==> src/rtl/user_id_pkg.sv <==
// ---------------------------------------------------------------------------
// user_id_pkg
// Shared definitions for the user ID reader:
//   - state_t            : reader FSM states
//   - DEFAULT_ID_WIDTH   : default width of the user project ID word
//   - DEFAULT_CLK_DIV    : default number of clk cycles per serial bit
//   - DEFAULT_MAX_RETRY  : default number of capture attempts before the ID
//                          is declared unstable
// ---------------------------------------------------------------------------
package user_id_pkg;

  localparam int DEFAULT_ID_WIDTH  = 32;
  localparam int DEFAULT_CLK_DIV   = 4;
  localparam int DEFAULT_MAX_RETRY = 3;

  typedef enum logic [2:0] {
    IDLE  = 3'd0,
    CAP_A = 3'd1,
    CAP_B = 3'd2,
    SHIFT = 3'd3,
    DONE  = 3'd4
  } state_t;

endpackage : user_id_pkg

==> src/rtl/user_id_bit_timer.sv <==
// ---------------------------------------------------------------------------
// user_id_bit_timer
// Bit-period timer for the serial ID output. A down-counter that paces the
// serial bits: tick is high on the last clk cycle of every CLK_DIV-cycle bit
// period while enable is high. The counter is held at zero whenever enable
// is low, so every SHIFT phase starts with a full bit period.
//
// Parameters:
//   CLK_DIV  clk cycles per serial bit, 1..255
// Ports:
//   clk      in   clock, rising edge
//   resetn   in   asynchronous active-low reset
//   enable   in   high while the reader is shifting
//   tick     out  one-cycle pulse on the last cycle of each bit period
// ---------------------------------------------------------------------------
module user_id_bit_timer
  import user_id_pkg::*;
#(
  parameter int CLK_DIV = DEFAULT_CLK_DIV
) (
  input  logic clk,
  input  logic resetn,
  input  logic enable,
  output logic tick
);

  logic [7:0] cnt;
  logic [7:0] remaining;

  // A count of zero means "fresh bit period", so the idle/cleared value of
  // the counter is zero while the first period still lasts CLK_DIV cycles.
  assign remaining = (cnt == 8'd0) ? 8'(CLK_DIV) : cnt;
  assign tick      = enable && (remaining == 8'd1);

  always_ff @(posedge clk or negedge resetn) begin
    if (!resetn) begin
      cnt <= 8'd0;
    end else if (!enable || tick) begin
      cnt <= 8'd0;
    end else begin
      cnt <= remaining - 8'd1;
    end
  end

endmodule : user_id_bit_timer

==> src/rtl/user_id_reader.sv <==
// ---------------------------------------------------------------------------
// user_id_reader
// Reads the static user project ID word, checks that it is stable by
// sampling it on two consecutive cycles, and serializes the stable value MSB
// first on sdo with one sdo_strobe pulse per bit. If the two samples keep
// disagreeing for MAX_RETRY attempts, id_err is set (sticky until the next
// stable read or reset), id_value is left untouched and no bits are shifted.
//
// Optional feature (compile-time macro):
//   USER_ID_PARITY_EN  append one even-parity bit (XOR of the ID) after
//                      bit 0, with its own strobe
//
// Parameters:
//   ID_WIDTH   width of the user ID word
//   CLK_DIV    clk cycles per serial bit, 1..255
//   MAX_RETRY  capture attempts before reporting an unstable ID
// Ports:
//   clk         in   sole clock, rising edge
//   resetn      in   asynchronous active-low reset
//   mask_rev    in   static user ID word from the ID programming cells
//   rd_req      in   level request; sampled only in IDLE
//   rd_busy     out  high in every state except IDLE
//   id_value    out  last stable captured ID
//   sdo         out  serial ID bit, MSB first; 0 outside SHIFT
//   sdo_strobe  out  one-cycle pulse on the last clk of each bit period
//   rd_done     out  one-cycle completion pulse
//   id_err      out  sticky unstable-capture flag
// ---------------------------------------------------------------------------
module user_id_reader
  import user_id_pkg::*;
#(
  parameter int ID_WIDTH  = DEFAULT_ID_WIDTH,
  parameter int CLK_DIV   = DEFAULT_CLK_DIV,
  parameter int MAX_RETRY = DEFAULT_MAX_RETRY
) (
  input  logic                clk,
  input  logic                resetn,
  input  logic [ID_WIDTH-1:0] mask_rev,
  input  logic                rd_req,
  output logic                rd_busy,
  output logic [ID_WIDTH-1:0] id_value,
  output logic                sdo,
  output logic                sdo_strobe,
  output logic                rd_done,
  output logic                id_err
);

`ifdef USER_ID_PARITY_EN
  localparam int NUM_BITS = ID_WIDTH + 1;
`else
  localparam int NUM_BITS = ID_WIDTH;
`endif
  localparam int BIT_W   = $clog2(NUM_BITS + 1);
  localparam int RETRY_W = $clog2(MAX_RETRY + 1);

  localparam logic [BIT_W-1:0]   LAST_BIT   = BIT_W'(NUM_BITS - 1);
  localparam logic [RETRY_W-1:0] LAST_RETRY = RETRY_W'(MAX_RETRY - 1);

  state_t              state, state_next;
  logic [ID_WIDTH-1:0] cap_a, cap_a_next;
  logic [ID_WIDTH-1:0] cap_b;
  logic [ID_WIDTH-1:0] id_value_next;
  logic                id_err_next;
  logic [RETRY_W-1:0]  retry_cnt, retry_next;
  logic [NUM_BITS-1:0] shift_reg, shift_next;
  logic [BIT_W-1:0]    bit_cnt, bit_next;
  logic                shift_active;
  logic                bit_tick;

  // Sample B is taken on the CAP_B edge and consumed on that same edge, so
  // it is compared straight from the input rather than through a flop.
  assign cap_b = mask_rev;

  assign shift_active = (state == SHIFT);

  user_id_bit_timer #(
    .CLK_DIV (CLK_DIV)
  ) u_bit_timer (
    .clk    (clk),
    .resetn (resetn),
    .enable (shift_active),
    .tick   (bit_tick)
  );

  // State and datapath registers; everything returns to zero on reset so an
  // aborted read leaves no trace except the cleared outputs.
  always_ff @(posedge clk or negedge resetn) begin
    if (!resetn) begin
      state     <= IDLE;
      cap_a     <= '0;
      id_value  <= '0;
      id_err    <= 1'b0;
      retry_cnt <= '0;
      shift_reg <= '0;
      bit_cnt   <= '0;
    end else begin
      state     <= state_next;
      cap_a     <= cap_a_next;
      id_value  <= id_value_next;
      id_err    <= id_err_next;
      retry_cnt <= retry_next;
      shift_reg <= shift_next;
      bit_cnt   <= bit_next;
    end
  end

  // Next-state and datapath logic. The shift register is loaded together
  // with id_value on a stable capture, so SHIFT only ever moves bits out.
  always_comb begin
    state_next    = state;
    cap_a_next    = cap_a;
    id_value_next = id_value;
    id_err_next   = id_err;
    retry_next    = retry_cnt;
    shift_next    = shift_reg;
    bit_next      = bit_cnt;

    case (state)
      IDLE: begin
        if (rd_req) begin
          state_next = CAP_A;
          retry_next = '0;
          bit_next   = '0;
        end
      end

      CAP_A: begin
        cap_a_next = mask_rev;
        state_next = CAP_B;
      end

      CAP_B: begin
        if (cap_a == cap_b) begin
          id_value_next = cap_a;
          id_err_next   = 1'b0;
`ifdef USER_ID_PARITY_EN
          shift_next    = {cap_a, ^cap_a};
`else
          shift_next    = cap_a;
`endif
          bit_next      = '0;
          state_next    = SHIFT;
        end else begin
          retry_next = retry_cnt + RETRY_W'(1);
          if (retry_cnt == LAST_RETRY) begin
            id_err_next = 1'b1;
            state_next  = DONE;
          end else begin
            state_next = CAP_A;
          end
        end
      end

      SHIFT: begin
        // The bit counter stops at the last bit instead of wrapping; it is
        // only rewound when a new sequence starts or DONE is reached.
        if (bit_tick) begin
          shift_next = shift_reg << 1;
          if (bit_cnt == LAST_BIT) begin
            state_next = DONE;
          end else begin
            bit_next = bit_cnt + BIT_W'(1);
          end
        end
      end

      DONE: begin
        retry_next = '0;
        bit_next   = '0;
        state_next = IDLE;
      end

      default: begin
        state_next = IDLE;
      end
    endcase
  end

  assign rd_busy    = (state != IDLE);
  assign rd_done    = (state == DONE);
  assign sdo        = shift_active & shift_reg[NUM_BITS-1];
  assign sdo_strobe = bit_tick;

endmodule : user_id_reader

==> config.mk <==
export PLATFORM = sky130hd
export DESIGN_NAME = user_id_reader
export DESIGN_NICKNAME = d
export VERILOG_FILES = /design/src/rtl/user_id_pkg.sv /design/src/rtl/user_id_bit_timer.sv /design/src/rtl/user_id_reader.sv
export SDC_FILE = /design/constraint.sdc
export NUM_CORES = 1
export LEC_CHECK = 0
export ABC_AREA = 1
export CAP_MARGIN = 10
export CORE_MARGIN = 1.5
export CORE_UTILIZATION = 45
export DETAILED_ROUTE_END_ITERATION = 10
export GPL_ROUTABILITY_DRIVEN = 0
export GPL_TIMING_DRIVEN = 0
export PLACE_DENSITY = 0.7
export SLEW_MARGIN = 5
export SYNTH_ARGS = -nofsm -noshare
export SYNTH_HDL_FRONTEND = slang
export SYNTH_SLANG_ARGS = --single-unit
==> constraint.sdc <==
create_clock -name clk -period 1.6 [get_ports clk]
set_input_delay 0.16 -clock clk [delete_from_list [all_inputs] [get_ports clk]]
set_output_delay 0.16 -clock clk [all_outputs]
set_load 0.02 [all_outputs]
==> results of run 1 <==
-- power by group --
part / internal [mW] / leakage, nW / total [mW] / switching [mW]
combinational: 4.06 / 2.17 / 9.64 / 5.58
clock: 2.56 / 0.296 / 3.80 / 1.24
sequential: 3.93 / 1.47 / 4.65 / 0.725
total: 10.5 / 3.93 / 18.1 / 7.55
-- final cells by class --
class,count,area [sq um]
Timing Repair Buffer,114,1225
Tap cell,168,210.2
Buffer,36,350.3
Inverter,62,255.2
Fill cell,908,3777
Sequential cell,116,2904
Multi-Input combinational cell,477,2791
Clock inverter,3,65.06
Clock buffer,27,533.0
-- worst max-delay path, cell delays in order, from the launching register on --
cell and delay [ns]:
dfrtp_1 0.40, inv_2 0.09, nand2_1 0.07, nand2_1 0.06, nand2_1 0.07, nor2_2 0.14
nand2_1 0.11, nor2_4 0.12, nand2_2 0.09, nand2_4 0.11, nand3_4 0.19, clkbuf_16 0.24
nand2_2 0.05, nand2_1 0.05
-- metrics by stage --
stage                     setup slack (ns)  utilization, %  instance area (sq um)
after floorplan                   0.007945               -                   5668
after global placement              -4.167           54.40                   6589
after detailed placement           -0.5454           54.64                   6618
after CTS                          -0.2011           63.00                   7630
after global routing               -0.4059           68.81                   8334
final                              -0.3077           68.81                   8334
-- metal layers --
metal	global-route usage (%)	up-vias	part of all wire, %
met3	5.271	49	6.4
met2	39.72	230	50
li1	-	2493	-
met1	31.59	2584	41
met4	8.889	0	2.6
met5	0	-	0
-- path summary, 6_finish.rpt --
check,start,end,slack [ns]
min reg2reg,id_value[26]$_DFFE_PN0P_,id_value[26]$_DFFE_PN0P_,0.48
max,cap_a[31]$_DFFE_PN0P_,shift_reg[10]$_DFFE_PN0P_,-0.31
max reg2reg,cap_a[31]$_DFFE_PN0P_,shift_reg[10]$_DFFE_PN0P_,-0.31
min,resetn,u_bit_timer.cnt[5]$_DFF_PN0_,0.29
min in group clk,mask_rev[29],cap_a[29]$_DFFE_PN0P_,0.37
max in group asynchronous,resetn,cap_a[4]$_DFFE_PN0P_,0.63
-- cells by family (layout without fill, tap and decap cells) --
group,Yosys count,count (layout),synth area share (%)
buffers and inverters,98,242,8.274
adder cells (fa/ha/maj),4,4,0.8850
XOR/XNOR,28,28,4.336
flip-flops,116,116,51.33
AO/OA/AOI/OAI,105,105,9.425
AND/OR/NAND/NOR,340,340,25.75
-- layout by cell type (no fill, tap or decap), types with 2 or more instances in the layout --
cell / count
nor2_1: 52
nor2_2: 6
buf_4: 27
o21ai_2: 3
clkbuf_1: 5
clkdlybuf4s50_1: 64
xnor2_1: 24
nand4_1: 40
o21ai_4: 2
clkbuf_16: 22
buf_12: 5
nor2_4: 11
ha_1: 3
clkbuf_8: 7
nand2_2: 57
bufinv_16: 2
dfrtp_1: 115
buf_6: 15
nand3_2: 2
dlymetal6s2s_1: 2
a21oi_1: 28
clkbuf_2: 2
nand3_1: 4
nand2_1: 141
nor3_1: 4
buf_8: 8
inv_1: 48
a21oi_2: 2
buf_2: 15
nand2_8: 2
nand2_4: 11
xnor2_2: 2
o21ai_0: 44
nand3_4: 6
o21ai_1: 25
buf_16: 3
nor3_4: 3
inv_2: 11
-- synthesized netlist by cell type, drive strengths merged --
cell / number
nand3: 12
nor2: 69
a31o: 1
buf: 29
ha: 4
nand2: 211
nand4: 40
a21oi: 30
dfrtp: 116
xor2: 2
nor3: 7
clkbuf: 7
xnor2: 26
o21ai: 74
nand3b: 1
inv: 62
-- what timing repair did --
action	4_1_cts	5_1_grt
resized for setup	93	142
pin swaps	15	36
gates cloned	4	5
setup endpoints to repair	120	100
setup buffers	13	20
hold endpoints to repair	56	0
hold buffers	1	0
==> results.txt, run 1 <==
Each instance of the synthesized netlist takes up on average 8.184 sq um. The synthesized instance count came out at 691. The number of global-route vias before repair was 5129. The smallest clock period supported by the final layout is computed as 1.908 ns.

The tree built by TritonCTS fans out to 116 sinks. The cell sitting at the root of the clock tree is a clkbuf_16. Die height: 115.1 um. The all-layer global routing usage came out at 24.15%. The clock arrives with 0.008127 ns of skew.

The HPWL after detailed placement is 9877 um. The total of buffers placed on input and output ports was 71. The clock latency at the later pin of the worst-skew pair came out at 0.41 ns. The floorplan has 40 rows. Count of pins over their slew limit: 0.

The post-synth net total came out at 730. The area of the die came out at 0.01325 sq mm. The portion of synthesized cell area occupied by the leading cell type works out to 51.33%.

The run gives 28 as the number of library cell types mapped by synthesis. Clock transition at the registers of the reported paths: 0.05 ns. The run finished, with violations left. Total power divided by cell area: 2171 mW/mm^2. The worst setup path is captured at a flip-flop. In the routed design, unresolved DRC markers number 0. The relative area change from synthesis to final layout came out at 47.37%. In the final timing run, aggregate negative setup slack is -19.03 ns. The slew at the pin with the worst max-slew slack is 0.5534 ns, and the layout cell share with drive strength beyond 1 is 28.02%. Setup violations remaining at the end of the flow were counted as 85. Buffers inserted during clock tree synthesis total 17. The tools report the maximum buffer depth of the clock tree as 2. The number of diodes added for antenna fixing was 0; the post-detailed-route via-to-cell ratio was 5.340. The critical path is of the reg -> reg type. The largest fanout on the critical path works out to 8.

The width of the chip is 115.1 um, and the antenna violation net count after detailed routing is 0. The routed layout has 5356 vias. The run gives 0 as the count of endpoints failing hold in the final timing report. The floorplan step defined a core boundary enclosing 0.01211 sq mm.

Setup repair after global routing could not meet its margin everywhere. TritonCTS built the clock tree. The total overflow left after global routing is 0. Worst reg2reg path depth: 13. The post-detailed-routing wire length is 16740 um, and the first-iteration detailed-routing DRC count is 414. In the final routed layout, each cell accounts on average for 16.69 um. Data on the critical path is required at its endpoint by 1.90 ns. For this configuration, the core starts out at a cell density of 46.69%. The number of nets in the finished design is 863. The final reports fail on setup timing. IR analysis of the VDD net gives a maximum drop of 0.0009039 V. Data arrives at the worst endpoint at 2.20 ns. The worst path uses 119.2% of the clock period. By area the synthesized netlist is led by dfrtp_1 (51%), nand2_1 (14%), o21ai_0 (5.0%), nand4_1 (4.4%), nor2_1 (4.3%). The finished layout holds 1003 standard cells, fillers aside. The maximum number of pins on one net before global-route repair was 61; the cell total after placement was 931.

The tightest min-delay check is of the in -> async type. The cell area after synthesis came out at 0.005655 sq mm. The first global-routing pass estimated 24670 um of wire. The initial antenna violation count was 0; the tightest slew margin relative to the limit was 63.11%. In this run the number of H-tree levels came out at 4. The reported max-cap violation count was 0; the maximum clock frequency was 524.2 MHz.

The run gives -0.3077 ns as the worst setup margin. The worst setup path is launched from a flip-flop. Yosys printed 0 warnings. The boundary pin count was 72; the synthesized flop and latch total was 116.

The first-pass iteration count of the detailed router came out at 5. The largest area contributor in the synthesized netlist was dfrtp_1. The tools report the leakage power as 3.934 nW.

The sequential fraction of the synthesis area was 51.33%; the worst hold slack across all endpoints was 0.2933 ns. The design draws 18.09 mW.
Power figures use the tool's default switching activity.
==> run 2, diff against run 1 <==
Settings changed: CTS_CLUSTER_SIZE from default to 40, SKIP_LAST_GASP from default to 1.
==> run 2 against run 1 <==
- hold slack worse by 0.0028 ns
- register-to-register slack about the same
- power down 0.69%
- highest routed layer unchanged
- critical endpoint unchanged
- the flow still finishes with violations (setup timing)
- critical path depth unchanged
- global-route usage unchanged
- sequential power about the same
- critical path type unchanged
==> results.txt, run 2 (synthesis gave the netlist of run 1 again) <==
For the worst setup margin, the log shows -0.2947 ns. The run gives 0 as the count of endpoints failing hold in the final timing report. The total number of vias is 5358.

The detailed router used layers up to and including met4. Leaving out filler cells and counting taps, the final layout contains 1003. The initial antenna violation count came out at 0.

Detailed routing placed a total of 977 um of wire on met3. For this run, the share of the core covered by cells in the final layout is 68.57%. The run gives 0.006618 sq mm as the post-detailed-placement cell area. The maximum clock frequency was 527.8 MHz; the die height was 115.1 um.

Detailed placement ended at an HPWL of 9877 um. The library cell used most frequently in the layout, excluding fill and tap cells, is nand2_1. The flow ran to the end, but the final reports show violations. The total power divided by cell area was 2164 mW/mm^2; the reported max-cap violation count was 0.

The boundary pin count came out at 72. The post-detailed-routing wire length was 16580 um. The min-delay analysis places its worst path in the category in -> async.

The core area was 0.01211 sq mm; the cell total after placement was 931. The initial core utilization was 46.69%. Maximum number of pins on one net before global-route repair: 61. The number of endpoints failing setup at the final stage was 86; the first-pass iteration count of the detailed router was 5. After the last flow step, the layout net total stands at 863.

CTS saw 116 sinks. The logs give 0.41 ns for the clock latency at the later pin of the worst-skew pair and 17.97 mW for the final total power. Along the worst path, the maximum fanout reaches 8. The floorplan step defined a die boundary enclosing 0.01325 sq mm. Measured against its own limit, the worst slew margin works out to 63.02%. The H-tree was split into 4 levels. For the post-route DRC violation count, the log shows 0. Required time of the critical path: 1.90 ns. TritonCTS built the clock tree. For the total routed wire length on the met1 layer, the log shows 6946 um.

Setup repair after global routing could not meet its margin everywhere. For the maximum buffer depth of the clock tree, the log shows 2. The average detailed-routed wire length per instance works out to 16.53 um. Global routing finished with a remaining overflow of 0. For this run, the total global-route usage over all layers was measured as 24.15%.

During placement, the flow inserted port buffers numbering 71. Clock tree synthesis inserted a total of 17 buffers. The arrival time of the worst setup path is 2.20 ns.

At the placement stage, the worst setup path has a slack of -0.5454 ns. The library cells used most frequently in the layout, excluding fill and tap cells, are nand2_1 (147), dfrtp_1 (115), clkdlybuf4s50_1 (65). The share of the clock period used by the worst path works out to 118.4%.

Count of pins over their slew limit: 0. The clock transition at the registers of the reported paths came out at 0.05 ns. The type of element launching the critical path is a flip-flop.

The layout cell share with drive strength beyond 1 is 27.19%. STA classifies the critical path endpoint as a flip-flop. The post-detailed-route via-to-cell ratio was 5.342; the site row count was 40. Once detail routing completed, the nets flagged for antenna violations numbered 0. After detailed routing, the met2 layer carries 8351 um of wire.

The slew at the pin with the worst max-slew slack was 0.5548 ns; the final cell area excluding filler cells was 0.008305 sq mm. The clock skew after layout was 0.006130 ns; the number of diodes added for antenna fixing was 0. The tools report the root buffer selected by CTS as clkbuf_16.

Subtracting the final worst setup slack from the clock period gives 1.895 ns. The global-route wire length before repair was 24670 um; the width of the chip was 115.1 um. The tools report the number of global-route vias before repair as 5129. The final reports fail on setup timing.

The first routing iteration left 391 violations. The worst-case IR drop observed on VDD is 0.0009022 V. The run gives 3.907 nW as the leakage power.

The start-to-end type of the worst setup path is reg -> reg. The relative area change from synthesis to final layout came out at 46.86%.
==> run 2: cell types whose count changed in the layout (fill, tap and decap cells not counted) <==
| cell | before | now |
|---|---|---|
| inv_6 | 0 | 1 |
| nand2_4 | 11 | 10 |
| clkdlybuf4s50_1 | 64 | 65 |
| dlymetal6s2s_1 | 2 | 1 |
| buf_4 | 27 | 26 |
| nand2_1 | 141 | 147 |
| nand2_2 | 57 | 52 |
| inv_8 | 1 | 0 |
| clkbuf_1 | 5 | 6 |
==> run 2: per-layer routing <==
metal | GRT usage (%) | vias to the layer above
li1 | - | 2498
met1 | 31.59 | 2610
met2 | 39.72 | 217
met3 | 5.271 | 33
met4 | 8.889 | 0
met5 | 0 | -
==> run 2: final timing paths <==
kind / cells after the start / startpoint / slack [ns] / endpoint
worst max-delay path: 13 / cap_a[31]$_DFFE_PN0P_ / -0.29 / shift_reg[10]$_DFFE_PN0P_
min in group clk: 3 / mask_rev[29] / 0.37 / cap_a[29]$_DFFE_PN0P_
worst max register to register: 13 / cap_a[31]$_DFFE_PN0P_ / -0.29 / shift_reg[10]$_DFFE_PN0P_
worst min register to register: 2 / id_value[26]$_DFFE_PN0P_ / 0.48 / id_value[26]$_DFFE_PN0P_
worst min-delay path: 2 / resetn / 0.29 / u_bit_timer.cnt[5]$_DFF_PN0_
max in group asynchronous: 3 / resetn / 0.63 / cap_a[7]$_DFFE_PN0P_
==> run 2: worst max-delay path, stage by stage, from the launching register on <==
cell	delay (ns)
dfrtp_1	0.40
inv_2	0.09
nand2_1	0.06
nand2_1	0.06
nand2_1	0.07
nor2_2	0.14
nand2_1	0.12
nor2_4	0.12
nand2_2	0.09
nand2_4	0.11
nand3_4	0.18
clkbuf_16	0.24
nand2_2	0.05
nand2_1	0.05
==> run 2: repair_timing <==
| item | CTS | global route |
|---|---|---|
| setup buffers | 13 | 20 |
| hold buffers | 1 | 0 |
| resized for setup | 90 | 131 |
| pin swaps | 15 | 34 |
| gates cloned | 4 | 5 |
| hold endpoints to repair | 56 | 0 |
| setup endpoints to repair | 120 | 100 |
==> run 2: report_power, final <==
group	internal, mW	total [mW]	switching [mW]
clock network	2.56	3.81	1.25
logic	4.03	9.52	5.49
registers	3.93	4.64	0.717
total	10.5	18.0	7.46
==> run 2: cell type report <==
| class | instances | area [sq um] |
|---|---|---|
| multi-input cells | 477 | 2771 |
| fillers | 921 | 3806 |
| repair buffers | 114 | 1222 |
| well taps | 168 | 210.2 |
| clock buffers | 27 | 533.0 |
| plain buffers | 36 | 346.6 |
| inverters | 62 | 252.7 |
| clock inverters | 3 | 65.06 |
| flip-flops and latches | 116 | 2904 |
==> run 2: stage by stage <==
stage | hold WS [ns] | setup TNS, ns
after CTS | 0.3186 | -11.26
after global placement | 0.4535 | -522.61
final | 0.2905 | -19.19
after detailed placement | 0.1630 | -41.19
after global routing | 0.3482 | -26.07
after floorplan | -0.1356 | 0
